--- config.mk ---
export PLATFORM = sky130hd
export DESIGN_NAME = stlb_walker
export DESIGN_NICKNAME = d
export VERILOG_FILES = /design/src/rtl/tlb_pkg.sv /design/src/rtl/stlb_walker_addr.sv /design/src/rtl/stlb_walker.sv
export SDC_FILE = /design/constraint.sdc
export NUM_CORES = 1
export LEC_CHECK = 0
export ABC_AREA = 0
export CAP_MARGIN = 5
export CORE_MARGIN = 2
export CORE_UTILIZATION = 35
export DETAILED_ROUTE_END_ITERATION = 10
export DONT_BUFFER_PORTS = 1
export SLEW_MARGIN = 30
export SYNTH_ARGS = -nofsm -noshare
export SYNTH_HDL_FRONTEND = slang
export SYNTH_HIERARCHICAL = 1
export SYNTH_SLANG_ARGS = --single-unit
--- constraint.sdc ---
create_clock -name clk -period 7.5 [get_ports clk]
set_clock_uncertainty 0.15 [all_clocks]
set_input_delay 2.25 -clock clk [delete_from_list [all_inputs] [get_ports clk]]
set_output_delay 2.25 -clock clk [all_outputs]
set_load 0.01 [all_outputs]
--- src/rtl/tlb_pkg.sv ---
// tlb_pkg: shared walker state encoding and PTE field layout for the STLB page-table walker.
package tlb_pkg;
    typedef enum logic [2:0] {S_IDLE, S_REQ, S_WAIT, S_DONE, S_DRAIN} walk_state_e;
    localparam int PTE_PRESENT  = 0;
    localparam int PTE_FRAME_LO = 12;
    localparam int PTE_FRAME_HI = 63;
    localparam int LVL_W        = 2;
endpackage

--- src/rtl/stlb_walker_addr.sv ---
// stlb_walker_addr: physical address of the PTE selected by va at the given table level.
module stlb_walker_addr
    import tlb_pkg::*;
#(
    parameter int SADDR = 64,
    parameter int SPAGE = 12,
    parameter int SIDX  = 9
) (
    input  logic [SADDR-SPAGE-1:0] base_i,
    input  logic [SADDR-1:0]       va_i,
    input  logic [LVL_W-1:0]       lvl_i,
    output logic [SADDR-1:0]       addr_o
);
    logic [SADDR-1:0] sh;
    assign sh     = va_i >> (SPAGE + SIDX * int'(lvl_i));
    assign addr_o = {base_i, sh[SIDX-1:0], 3'b000};
endmodule

--- src/rtl/stlb_walker.sv ---
// stlb_walker: single-outstanding 4-level radix page-table walker feeding STLB inserts.
module stlb_walker
    import tlb_pkg::*;
#(
    parameter int SADDR  = 64,
    parameter int SPAGE  = 12,
    parameter int SPCID  = 12,
    parameter int NLEVEL = 4,
    parameter int SIDX   = 9,
    parameter int SPTE   = 64
) (
    input  logic             clk,
    input  logic             rst,
    input  logic             shutdown,
    input  logic [SADDR-1:0] root_base,
    input  logic             req_valid,
    output logic             req_ready,
    input  logic [SADDR-1:0] req_va,
    input  logic [SPCID-1:0] req_pcid,
    output logic             mem_req_valid,
    input  logic             mem_req_ready,
    output logic [SADDR-1:0] mem_addr,
    input  logic             mem_resp_valid,
    input  logic [SPTE-1:0]  mem_resp_data,
    output logic             done,
    output logic             insert,
    output logic             fault,
    output logic [SADDR-1:0] out_va,
    output logic [SPCID-1:0] out_pcid,
    output logic [SADDR-1:0] out_pa
);
    walk_state_e           state_q, state_d;
    logic [SADDR-1:0]      va_q, va_d, pa_q, pa_d, addr;
    logic [SPCID-1:0]      pcid_q, pcid_d;
    logic [SADDR-SPAGE-1:0] base_q, base_d;
    logic [LVL_W-1:0]      lvl_q, lvl_d;
    logic                  flt_q, flt_d;
    logic                  unused_bits;

    stlb_walker_addr #(.SADDR(SADDR), .SPAGE(SPAGE), .SIDX(SIDX)) u_addr (
        .base_i(base_q),
        .va_i  (va_q),
        .lvl_i (lvl_q),
        .addr_o(addr)
    );

    assign req_ready     = state_q == S_IDLE && !shutdown;
    assign mem_req_valid = state_q == S_REQ;
    assign mem_addr      = mem_req_valid ? addr : '0;
    assign done          = state_q == S_DONE;
    assign insert        = done && !flt_q;
    assign fault         = done && flt_q;
    assign out_va        = va_q;
    assign out_pcid      = pcid_q;
    assign out_pa        = pa_q;
    assign unused_bits   = ^{root_base[SPAGE-1:0], mem_resp_data[PTE_FRAME_LO-1:PTE_PRESENT+1]};

    always_comb begin
        state_d = state_q;
        va_d    = va_q;
        pcid_d  = pcid_q;
        base_d  = base_q;
        lvl_d   = lvl_q;
        pa_d    = pa_q;
        flt_d   = flt_q;
        case (state_q)
            S_IDLE: if (req_valid && !shutdown) begin
                va_d    = req_va;
                pcid_d  = req_pcid;
                base_d  = root_base[SADDR-1:SPAGE];
                lvl_d   = LVL_W'(NLEVEL - 1);
                pa_d    = '0;
                flt_d   = 1'b0;
                state_d = S_REQ;
            end
            // a handshake that coincides with shutdown still owes us a response
            S_REQ: state_d = shutdown ? (mem_req_ready ? S_DRAIN : S_IDLE)
                                      : (mem_req_ready ? S_WAIT : S_REQ);
            S_WAIT: if (mem_resp_valid) begin
                if (shutdown) state_d = S_IDLE;
                else if (!mem_resp_data[PTE_PRESENT]) begin
                    flt_d   = 1'b1;
                    state_d = S_DONE;
                end else if (lvl_q != '0) begin
                    base_d  = mem_resp_data[PTE_FRAME_HI:PTE_FRAME_LO];
                    lvl_d   = lvl_q - 1'b1;
                    state_d = S_REQ;
                end else begin
                    pa_d    = {mem_resp_data[PTE_FRAME_HI:PTE_FRAME_LO], va_q[SPAGE-1:0]};
                    state_d = S_DONE;
                end
            end else if (shutdown) state_d = S_DRAIN;
            S_DONE:  state_d = S_IDLE;
            S_DRAIN: state_d = mem_resp_valid ? S_IDLE : S_DRAIN;
            default: state_d = S_IDLE;
        endcase
    end

    always_ff @(posedge clk or posedge rst) begin
        if (rst) begin
            state_q <= S_IDLE;
            va_q    <= '0;
            pcid_q  <= '0;
            base_q  <= '0;
            lvl_q   <= '0;
            pa_q    <= '0;
            flt_q   <= 1'b0;
        end else begin
            state_q <= state_d;
            va_q    <= va_d;
            pcid_q  <= pcid_d;
            base_q  <= base_d;
            lvl_q   <= lvl_d;
            pa_q    <= pa_d;
            flt_q   <= flt_d;
        end
    end
endmodule
==> results of run 1 <==
==> metrics by stage <==
step / hold slack [ps] / std cells / instance area [sq um] / total power [uW] / setup slack [ps]
4_1_cts: 334.7 / 1071 / 10160 / 4030 / 2102
2_1_floorplan: 309.4 / 787 / 9694 / 2995 / 2540
6_report: 330.2 / 1072 / 10170 / 3964 / 2401
5_1_grt: 345.1 / 1072 / 10170 / 4209 / 2315
3_5_place_dp: 317.6 / 1039 / 9558 / 3075 / 2102
3_3_place_gp: 310.5 / 1038 / 9538 / 3040 / 2243
==> power breakdown <==
| part | switching (uW) | total, uW | leakage [uW] | internal [uW] |
|---|---|---|---|---|
| combinational | 505 | 1080 | 0.00144 | 573 |
| sequential | 461 | 1950 | 0.00247 | 1490 |
| clock | 454 | 934 | 0.000291 | 480 |
| total | 1420 | 3960 | 0.00420 | 2540 |
==> worst paths after layout <==
| kind | from | endpoint | slack, ps | cells past startpoint |
|---|---|---|---|---|
| min in group asynchronous | rst | base_q[41] | 1670 | 2 |
| worst min-delay path | base_q[30] | base_q[30] | 330 | 1 |
| worst min register to register | base_q[30] | base_q[30] | 330 | 1 |
| worst max register to register | lvl_q[0] | base_q[25] | 4340 | 6 |
| worst max-delay path | shutdown | req_ready | 2400 | 1 |
| max in group asynchronous | rst | out_pa[26] | 4410 | 3 |
==> sequential cells by signal, summed over array words and instances (netlist names) <==
signal / count
base_q: 52
flt_q: 1
lvl_q: 2
out_pa: 64
out_pcid: 12
out_va: 64
state_q: 3
==> cell type report <==
cell class	instances	area, sq um
diodes	1	2.502
inverters	68	259.0
multi-input cells	421	3840
fillers	2611	16850
clock buffers	19	432.9
flip-flops and latches	198	4955
well taps	341	426.7
repair buffers	11	90.09
clock inverters	13	165.2
==> kinds of logic after synthesis <==
kind of cell | synth area share, %
multiplexers | 29.87
XOR/XNOR | 0.09047
buffers and inverters | 9.743
flip-flops | 51.17
other | 0.03873
adder cells (fa/ha/maj) | 0.1292
AO/OA/AOI/OAI | 1.047
AND/OR/NAND/NOR | 7.908
==> layer usage <==
| metal | share of wire (%) | track usage, % | vias up |
|---|---|---|---|
| met4 | 1.5 | 4.385 | 0 |
| met2 | 51 | 25.50 | 235 |
| li1 | - | - | 2383 |
| met1 | 39 | 17.32 | 2648 |
| met3 | 8.1 | 4.930 | 17 |
| met5 | 0 | 0 | - |
==> synth_stat cells (all sizes together) <==
cell type    n
a21o         1
a21oi        2
a221o        1
a221oi       3
a22o         1
a32oi        1
and2        65
and3         1
buf         90
clkbuf      10
conb         1
dfrtp      198
ha           1
inv         68
mux2       182
mux2i       64
mux4         9
nand2       71
nand2b       4
nor2         3
nor2b        2
nor3b        1
nor4         1
o21ai        1
o21bai       1
or3          2
xor2         1
==> impl_metrics.yaml, run 1 <==
status:
  status: "finished, final reports clean"
power:
  p_leak_uw: 0.004200
  ir_drop_mv: 0.1490
  powerDensity_nw_per_um2: 389.8
min_path:
  hold_class: "flop to flop"
grt:
  grt_max_degree: 78
  grt_pass1_vias: 5427
  antenna_found_initial: 1
  grt_usage_pct: 14.73
  gr-total-overflow: 0
  grt_first_pass_wirelength_mm: 32.46
synthesis:
  syn_avg_cell_area_sq_um: 12.34
  synth_area_sq_um: 9683
  ys_types: 34
  synth_cells: 785
  yosysTopAreaCell: "dfrtp_1"
  netlist_top_cells_area: "dfrtp_1 (51%), mux2_2 (20%), mux2i_1 (6.6%)"
  ys_ff_latch: 198
  yosysWarnings: 6
  synth_top_area_share_pct: 51.17
  synth-seq-area-share_pct: 51.17
setup_path:
  cp.required_ps: 5100
  crit_type: "input pin to primary output"
  worst-path-buf-inv: 0
  critPathSlowestCell: "nor4_4"
  cp_top_family: "simple AND/OR/NAND/NOR gates"
  crit_path_end_kind: "primary output"
  cp_cell_sequence: "nor4_4"
  cp_slowest_stage_delay_ps: 440
  crit_arrival_ps: 2700
  crit_fanout: 8
  worst_setup_path_start_kind: "input pin"
clock_network:
  clkTransAtPathRegs_ps: 70
  clockBufferDepth: 2
  numCtsBuffers: 17
  post_cts_buffers: 0
  cts_sinks: 198
  clk_latency_ps: 420
  cts_tree: "built"
  clockRootBuffer: "clkbuf_16"
  ctsResizeCount: 0
  ctsHoldBuffers: 0
  htree_levels: 4
floorplanning:
  dieArea_sq_um: 29010
  initial_utilization_pct: 35.83
  ios: 419
  num_rows: 60
  dieWidth_um: 170.3
  die_height_um: 170.3
  coreArea_sq_um: 27030
sta:
  finalCritPeriodShare_pct: 67.98
  setup_viol: 0
  setup_tns_ps: 0
  final_max_slew_viol_count: 0
  fmax_ghz: 0.1961
  timing.final.hold_violations: 0
  worst_pin_slew_ps: 778.6
  post-route-min-period_ps: 5099
  rsz0062_at_grt: "no"
  relSlewSlack_pct: 48.09
drt:
  postRouteAntennaNets: 0
  vias: 5283
  wl_per_cell_um: 20.57
  dr.pass1.iters: 4
  drc: 0
  drtIter0Drc: 224
  wirelength_mm: 22.05
  vias_per_cell: 4.928
final_layout:
  final_nets: 928
  area_delta_synth_final_pct: 5.039
  fin_util_pct: 37.63
  drive_gt1_share_pct: 31.78
  final_cell_mix: "dfrtp_1 (198), mux2_2 (174), nand2_1 (70), inv_1 (66), and2_1 (65)"
  final_common_cell: "dfrtp_1"
placed_design:
  hpwlAfterDp_mm: 15.74
  io_buffers: 0
  gp_congestion: 0.7238
job:
  drv_cap: 0
Power figures use the tool's default switching activity.
==> run 2: changes to the inputs <==
clock period = 4.4 ns   (was 7.5 ns; I/O delays follow)
==> impl_metrics.yaml, run 2 (synthesized netlist as in run 1, its figures left out) <==
status:
  status: "finished, final reports clean"
clock_network:
  numCtsBuffers: 17
  cts_sinks: 198
  clockRootBuffer: "clkbuf_16"
  ctsResizeCount: 0
  ctsHoldBuffers: 0
  htree_levels: 4
  post_cts_buffers: 0
  cts_tree: "built"
  clockBufferDepth: 2
  clkTransAtPathRegs_ps: 70
  clk_latency_ps: 420
setup_path:
  rrSetupSlack_ps: 1630
  worstReg2RegEnd: "base_q[23]"
  cp_top_family: "buffers and inverters"
  worst_setup_path_start_kind: "flop"
  crit_arrival_ps: 2210
  r2r_start: "lvl_q[0]"
  cp_slowest_stage_delay_ps: 570
  cp.required_ps: 2930
  cp_cell_sequence: "nor2_1, nand2_1, inv_2, buf_12, and2_1"
  crit_fanout: 51
  crit_path_end_kind: "primary output"
  crit_type: "flop to primary output"
  critPathSlowestCell: "dfrtp_1"
  rr_worst_depth: 6
  worst-path-buf-inv: 2
  cp.depth: 5
power:
  powerDensity_nw_per_um2: 660.3
  p_leak_uw: 0.004208
  p_clk_share_pct: 22.9
  p_int_uw: 4293
  p_sw_uw: 2436
  seqPwrFrac_pct: 49.4
  ir_drop_mv: 0.2772
  swShare_pct: 36.20
  combPwrFrac_pct: 27.7
drt:
  drc: 0
  dr.pass1.iters: 4
  postRouteAntennaNets: 0
  wirelength_mm: 22.48
  vias_per_cell: 4.954
  vias: 5301
  drtIter0Drc: 203
  wl_per_cell_um: 21.01
floorplanning:
  num_rows: 60
  dieWidth_um: 170.3
  dieArea_sq_um: 29010
  coreArea_sq_um: 27030
  ios: 419
  die_height_um: 170.3
  initial_utilization_pct: 35.83
final_layout:
  diodes: 0
  area_delta_synth_final_pct: 5.259
  final_nets: 928
  final_common_cell: "dfrtp_1"
  drive_gt1_share_pct: 31.96
  final_cell_mix: "dfrtp_1 (198), mux2_2 (174), nand2_1 (70), inv_1 (66), and2_1 (65)"
  nFillCells: 2569
  fin_util_pct: 37.71
sta:
  relSlewSlack_pct: 47.28
  setup_ws_ps: 716.1
  setup_tns_ps: 0
  setup_viol: 0
  finalCritPeriodShare_pct: 83.73
  fmax_ghz: 0.2715
  timing.final.hold_violations: 0
  rsz0062_at_grt: "no"
  final_max_slew_viol_count: 0
  worst_pin_slew_ps: 789.1
  post-route-min-period_ps: 3684
grt:
  gr-total-overflow: 0
  gr-usage-met3_pct: 5.465
  grt_pass1_vias: 5522
  grt_first_pass_wirelength_mm: 33.14
  grt_usage_pct: 15.04
  grt_util_met1_pct: 17.17
  grt_max_degree: 76
  busiest_layer: "met2"
  antenna_found_initial: 0
  grt_use_met2_pct: 26.10
min_path:
  whs_path_depth: 1
  hold_class: "flop to flop"
  min_from: "base_q[30]"
  min_to: "base_q[30]"
placed_design:
  io_buffers: 0
  hpwlAfterDp_mm: 15.75
  gp_congestion: 0.7171
  dpl_worst_slack_ps: 992.2
job:
  drv_cap: 0
## run 2: cell type report
cell class / count / area, sq um / area share, %
clock buffer: 17 / 425.4 / 4.174
clock inverter: 14 / 146.4 / 1.436
inverter: 68 / 259.0 / 2.541
multi-input combinational: 421 / 3822 / 37.50
sequential: 198 / 4955 / 48.61
tap: 341 / 426.7 / 4.186
timing repair buffer: 11 / 157.7 / 1.547
## run 2: per-stage QoR
stage / std cells / power, uW / hold WS (ps) / area [sq um]
after floorplan: 787 / 5105 / 309.4 / 9694
after CTS: 1070 / 6849 / 335.1 / 10190
after global placement: 1039 / 5221 / 309.5 / 9620
after global routing: 1070 / 7157 / 345.0 / 10190
after detailed placement: 1039 / 5281 / 317.6 / 9620
final: 1070 / 6730 / 326.3 / 10190
## run 2: worst max path at each step
stage               start           end  slack, ps
3_3_place_gp     shutdown     req_ready        990
4_1_cts        state_q[1]  mem_addr[45]        630
3_5_place_dp     shutdown     req_ready        990
2_1_floorplan         rst     base_q[0]        370
5_1_grt        state_q[1]  mem_addr[13]        520
6_report       state_q[1]  mem_addr[45]        720
## run 2: routing by layer
metal / up-vias / part of all wire (%)
met3: 22 / 8.9
met4: 0 / 1.8
met2: 229 / 51
met5: - / 0
li1: 2395 / -
met1: 2655 / 38
## run 2: worst register-to-register path: stages, from the launching register on
cell	delay [ps]
dfrtp_1	800
inv_1	100
ha_1	250
nand2b_1	180
a221oi_4	290
buf_4	470
mux2_2	420
## run 2: power groups by stage
stage / logic (uW) / clock network, uW / registers, uW
final: 1860 / 1540 / 3330
after global placement: 1870 / 0 / 3350
after floorplan: 1960 / 0 / 3150
after detailed placement: 1910 / 0 / 3370
after global routing: 2040 / 1690 / 3430
after CTS: 1910 / 1600 / 3340
